===== src/rtl/idli_pkg.sv =====
// Shared IDLI types and constants used by the fetch sequencer.
// Holds the fetch FSM state encoding, PC/nibble types and the address nibble helper.
package idli_pkg;

    typedef logic [3:0]  sqi_data_t;
    typedef logic [15:0] fetch_pc_t;

    localparam int SQI_ADDR_NIBBLES = 4;

    typedef enum logic [1:0] {
        FCH_DESEL,
        FCH_ADDR,
        FCH_DUMMY,
        FCH_DATA
    } fch_state_t;

    // Address goes out MSB nibble first, so index 0 selects pc[15:12].
    function automatic sqi_data_t pc_nibble(input fetch_pc_t pc, input logic [1:0] idx);
        sqi_data_t nib;
        case (idx)
            2'd0:    nib = pc[15:12];
            2'd1:    nib = pc[11:8];
            2'd2:    nib = pc[7:4];
            default: nib = pc[3:0];
        endcase
        return nib;
    endfunction

endpackage


===== src/rtl/idli_fetch_m.sv =====
// SQI instruction fetch sequencer: select, address, turnaround, then stream nibbles
// to the decoder while tracking the fetch PC. A redirect restarts the whole transaction.
module idli_fetch_m
    import idli_pkg::*;
#(
    parameter int DUMMY_CYCLES = 2
) (
    input  logic      i_fch_gck,
    input  logic      i_dcd_rst_n,
    output logic      o_sqi_cs_n,
    output logic      o_sqi_sck_en,
    output sqi_data_t o_sqi_sio,
    output logic      o_sqi_sio_oe,
    input  sqi_data_t i_sqi_sio,
    input  logic      i_fch_stall,
    input  logic      i_fch_redir,
    input  fetch_pc_t i_fch_redir_pc,
    output sqi_data_t o_dcd_enc,
    output logic      o_dcd_enc_vld,
    output fetch_pc_t o_fch_pc
);

    localparam logic [1:0] ADDR_LAST  = 2'(SQI_ADDR_NIBBLES - 1);
    localparam logic [1:0] DUMMY_LAST = 2'(DUMMY_CYCLES - 1);

    fch_state_t state_q, state_d;
    logic [1:0] nib_q, nib_d;
    logic [1:0] dmy_q, dmy_d;
    fetch_pc_t  pc_q, pc_d;

    always_ff @(posedge i_fch_gck or negedge i_dcd_rst_n) begin
        if (!i_dcd_rst_n) begin
            state_q <= FCH_DESEL;
            nib_q   <= 2'd0;
            dmy_q   <= 2'd0;
            pc_q    <= 16'h0000;
        end else begin
            state_q <= state_d;
            nib_q   <= nib_d;
            dmy_q   <= dmy_d;
            pc_q    <= pc_d;
        end
    end

    // Redirect outranks stall; a stall simply leaves every register holding.
    always_comb begin
        state_d = state_q;
        nib_d   = nib_q;
        dmy_d   = dmy_q;
        pc_d    = pc_q;
        if (i_fch_redir) begin
            state_d = FCH_DESEL;
            nib_d   = 2'd0;
            dmy_d   = 2'd0;
            pc_d    = i_fch_redir_pc;
        end else if (!i_fch_stall) begin
            case (state_q)
                FCH_DESEL: begin
                    state_d = FCH_ADDR;
                    nib_d   = 2'd0;
                end
                FCH_ADDR: begin
                    nib_d = nib_q + 2'd1;
                    if (nib_q == ADDR_LAST) begin
                        state_d = FCH_DUMMY;
                        dmy_d   = 2'd0;
                    end
                end
                FCH_DUMMY: begin
                    dmy_d = dmy_q + 2'd1;
                    if (dmy_q == DUMMY_LAST) begin
                        state_d = FCH_DATA;
                        nib_d   = 2'd0;
                    end
                end
                default: begin
                    nib_d = nib_q + 2'd1;
                    if (nib_q == 2'd3) begin
                        pc_d = pc_q + 16'd1;
                    end
                end
            endcase
        end
    end

    always_comb begin
        o_sqi_cs_n    = 1'b1;
        o_sqi_sck_en  = 1'b0;
        o_sqi_sio_oe  = 1'b0;
        o_sqi_sio     = 4'h0;
        o_dcd_enc     = 4'h0;
        o_dcd_enc_vld = 1'b0;
        case (state_q)
            FCH_ADDR: begin
                o_sqi_cs_n   = 1'b0;
                o_sqi_sck_en = 1'b1;
                o_sqi_sio_oe = 1'b1;
                o_sqi_sio    = pc_nibble(pc_q, nib_q);
            end
            FCH_DUMMY: begin
                o_sqi_cs_n   = 1'b0;
                o_sqi_sck_en = 1'b1;
            end
            FCH_DATA: begin
                o_sqi_cs_n    = 1'b0;
                o_sqi_sck_en  = 1'b1;
                o_dcd_enc     = i_sqi_sio;
                o_dcd_enc_vld = 1'b1;
            end
            default: begin
            end
        endcase
        // Stalling gates SCK so the memory holds its position with CS still low.
        if (i_fch_stall && !i_fch_redir) begin
            o_sqi_sck_en = 1'b0;
        end
        if (i_fch_stall || i_fch_redir) begin
            o_dcd_enc_vld = 1'b0;
        end
    end

    assign o_fch_pc = pc_q;

endmodule


===== config.mk =====
export PLATFORM = sky130hd
export DESIGN_NAME = idli_fetch_m
export DESIGN_NICKNAME = d
export VERILOG_FILES = /design/src/rtl/idli_pkg.sv /design/src/rtl/idli_fetch_m.sv
export SDC_FILE = /design/constraint.sdc
export NUM_CORES = 1
export LEC_CHECK = 0
export ABC_AREA = 1
export CAP_MARGIN = 30
export CELL_PAD_IN_SITES_DETAIL_PLACEMENT = 1
export CELL_PAD_IN_SITES_GLOBAL_PLACEMENT = 2
export CORE_ASPECT_RATIO = 1.4
export CORE_MARGIN = 2
export CORE_UTILIZATION = 26
export DETAILED_ROUTE_END_ITERATION = 10
export PLACE_DENSITY_LB_ADDON = 0.1
export SKIP_CTS_REPAIR_TIMING = 1
export SYNTH_ARGS = -nofsm -noshare
export SYNTH_HDL_FRONTEND = slang
export SYNTH_SLANG_ARGS = --single-unit
export TNS_END_PERCENT = 1

===== constraint.sdc =====
create_clock -name i_fch_gck -period 3.8 [get_ports i_fch_gck]
set_clock_uncertainty 0.1 [all_clocks]
set_input_delay 1.14 -clock i_fch_gck [delete_from_list [all_inputs] [get_ports i_fch_gck]]
set_output_delay 1.14 -clock i_fch_gck [all_outputs]
set_load 0.03 [all_outputs]

==> run summary <==
After detailed routing, the average wire length per cell comes to 14.6 um. The multi-input combinational cells in the finished layout cover a total of 960 sq um. The detail route stage leaves a number of antenna-violating nets equal to 0. From synthesis to final layout, the design area changed by 35.9%. At the later pin of the worst-skew pair, clock insertion delay measures 0.26 ns. The share of post-route cells with drive strength above 1 works out to 0.0487. For this design, the slowest cell found on the critical path is clkdlybuf4s50_1. The dominant cell type by count on the critical path was clkdlybuf4s50_1. The compound-cell area share of the yosys netlist is 0.154. Dividing the synthesized area by the synthesized cell count gives 6.60 sq um. TritonCTS built the clock tree. Counting distinct cell types in the post-synthesis netlist gives 25. The post-detailed-route DRC marker count came out at 0.

The run gives 0.00625 sq mm as the floorplan core area. The floorplan has 34 rows. The most critical setup path has its startpoint at i_sqi_sio[3]. The setup slack of the critical path after layout is 0.197 ns. Overall global routing resource usage: 0.168. Final-layout worst hold slack: 0.483 ns. In this run the power density over the cells is 425 mW/mm^2. Leaving out fill and tap cells, the most frequent cell in the layout is nand2_1.

For the worst setup timing slack at the placement stage, the log shows 0.191 ns. Setup repair after global routing left no endpoint under its margin. The capture point of the worst path was o_dcd_enc[3]. The final route contains 1850 vias.

After the flow finishes, the layout carries non-filler instances totaling 380. The worst register-to-register path has a depth of 8. The end-of-flow core utilization was 0.370; the xor/xnor cell area share of the yosys netlist was 0. The number of global-route vias before repair is 2060, and the die span in x is 72.4 um. The number of CTS-inserted buffers was 3; the die boundary height was 99.7 um. The first TritonRoute pass finished after 4 iterations.

After the first detailed-routing iteration, the DRC count stood at 59. The transition time of the tightest slew-check pin is 0.322 ns, and the buffers plus inverters on the worst setup path is 3. The starting utilization of the core area came out at 0.272. The clock net in this run drives a total of 22 sinks.

The share of synthesized area occupied by flip-flops and latches was 0.324. The logs give 1 for the count of H-tree levels built during CTS and 0 for the number of warning messages in the yosys log. The wire-length estimate of the detail-placed layout is 4340 um. No sink is reached through more buffers than the 2 on the longest clock path.

The overall die area came out at 0.00722 sq mm. The synthesized netlist occupies a cell area of 0.00170 sq mm. Registers take 551 sq um. After global routing the overflow that remains totals 0.

The worst-case IR drop observed on VDD is 0.277 mV. The final total power came out at 0.983 mW. STA classifies the critical path startpoint as a primary input. Routability-driven placement finished with a final weighted congestion of 0.810. The critical path goes through clkdlybuf4s50_1 > nand2_1 > inv_1 > clkdlybuf4s50_1.

The post-placement cell area was 0.00227 sq mm; the simple logic cell fraction of the synthesized area was 0.329. At the worst endpoint, the required time is 2.56 ns. The run gives 1.96 ns as the register-to-register setup slack. The multiplexer fraction of the synthesized cell area was 0.

The via density per instance was 4.87. CTS placed an instance of clkbuf_8 at the clock tree root. The endpoint identified for the worst register-to-register timing path is o_fch_pc[7]. Across the run, the number of max-cap violations was 0.

Synthesis produced a netlist with a net count of 293. The first global-routing pass estimated 9800 um of wire. The tools report the type of element capturing the critical path as an output pin. Count of inserted antenna diode cells: 0. The final count of pins violating max slew came out at 0. The share of synthesized cell area in full adder, half adder and majority cells came out at 0.0809.

The initial antenna violation count was 0; the static leakage was 1.08 nW. The shortest period the worst path allows came out at 3.60 ns. Setup violations remaining at the end of the flow were counted as 0.

Synthesis handed over a netlist of 258 instances. In this run, placement finished with an instance count of 377. The biggest fanout along the worst timing path was 1; the number of buffer cells added on primary ports was 51. The tools report the count of nets after finishing as 345. The clock transition at the registers of the reported paths works out to 0.09 ns. The flow ran to the end, and the final reports show no timing, DRC or antenna violations.

Data on the critical path arrives at its endpoint at 2.36 ns. The tools report the max-slew headroom at the worst pin as 0.785. Summed over all failing endpoints, the final setup total negative slack is 0 ns. Worst reg2reg path startpoint: nib_q[0]. In this run the number of cells on the critical path is 4. Entering global routing, the biggest net connects 31 pins. The layout filler cell count came out at 836. The gate family responsible for the most delay along the worst path is buffers and inverters. The worst hold path belongs to the class reg2reg. The run gives 0.00231 sq mm as the post-route cell area. The largest stage delay on the critical path was 0.67 ns. The hold violation total from the final report was 0; the post-route clock period utilization was 0.948. The logs give 5540 um for the detailed-route wire length and 278 MHz for the maximum frequency from static timing analysis. The critical path is of the in2out type.

Main combinational cell family by area after synthesis: simple AND/OR/NAND/NOR gates. Leaving out fill and tap cells, the most frequent cells in the layout are 66 x nand2_1, 49 x clkdlybuf4s50_1, 37 x inv_1, 36 x nor2_1, 22 x dfrtp_1. The number of top-level design ports is 52, and the number of synthesized register bits is 22.
## logic make-up (layout without fill, tap and decap cells)
group                      after synthesis  in the layout
buffers and inverters                   45             95
and+or+nand+nor                        134            134
DFF                                     22             22
adders and majority gates               11             11
AOI/OAI and AO/OA                       46             46
## cell type report
class / count / area share
sequential: 22 / 0.238
clock buffer: 3 / 0.0179
timing repair buffer: 54 / 0.228
inverter: 38 / 0.0617
multi-input combinational: 191 / 0.415
tap: 72 / 0.0390
## worst register-to-register path, cell delays in order, from the launching register on
cell and delay (ns):
dfrtp_1 0.38, ha_1 0.30, nand3_2 0.20, nand2_2 0.27, inv_2 0.17, a21oi_1 0.15
nand2_1 0.06, nand2_1 0.07, inv_1 0.04
## layer usage
| layer | wire [um] | share of wire | global-route usage | vias to the layer above |
|---|---|---|---|---|
| li1 | - | - | - | 933 |
| met1 | 2390 | 0.43 | 0.203 | 873 |
| met2 | 2820 | 0.51 | 0.307 | 38 |
| met3 | 229 | 0.041 | 0.0213 | 6 |
| met4 | 102 | 0.018 | 0.0484 | 0 |
| met5 | 0 | 0 | 0 | - |
## synthesized netlist by cell type
library cell  instances  share of area
a211oi_1              4          0.018
nor2_1               36          0.079
a21oi_1               7          0.021
a22o_1                1         0.0051
ha_1                 11          0.081
o211ai_1              1         0.0044
o31ai_1               1         0.0044
buf_4                 1         0.0044
dfrtp_1              22           0.32
inv_1                37          0.082
buf_6                 2          0.013
a21oi_2               1         0.0051
nor2_2                3          0.011
buf_2                 3         0.0088
nand2_2               1         0.0037
clkbuf_1              1         0.0022
o21ai_0              21          0.062
nand3_2               1         0.0059
nand4_1               6          0.022
a31oi_1               7          0.026
nand2_1              66           0.15
inv_2                 1         0.0022
o21ai_1               3         0.0088
nand3_1              20          0.059
nor3_1                1         0.0029
## power by group
part,total [mW],internal [mW],switching [mW]
Combinational,0.507,0.198,0.309
Sequential,0.323,0.270,0.0527
Clock,0.153,0.0709,0.0820
## sequential cells by signal (all words and copies together), names as in the netlist
name and cells:
dmy_q 2, nib_q 2, o_fch_pc 16, state_q 2
## worst min path at each step
stage                     depth (start not counted)         start  slack (ns)      endpoint
final                                             2  o_fch_pc[15]        0.48  o_fch_pc[15]
after global routing                              2      dmy_q[1]        0.52      dmy_q[1]
after CTS                                         2      dmy_q[0]        0.49      dmy_q[0]
after detailed placement                          2  o_fch_pc[15]        0.47  o_fch_pc[15]
after global placement                            2      dmy_q[1]        0.43      dmy_q[1]
after floorplan                                   2      dmy_q[1]        0.41      dmy_q[1]
Note: power is estimated with default switching activity, not from simulation.
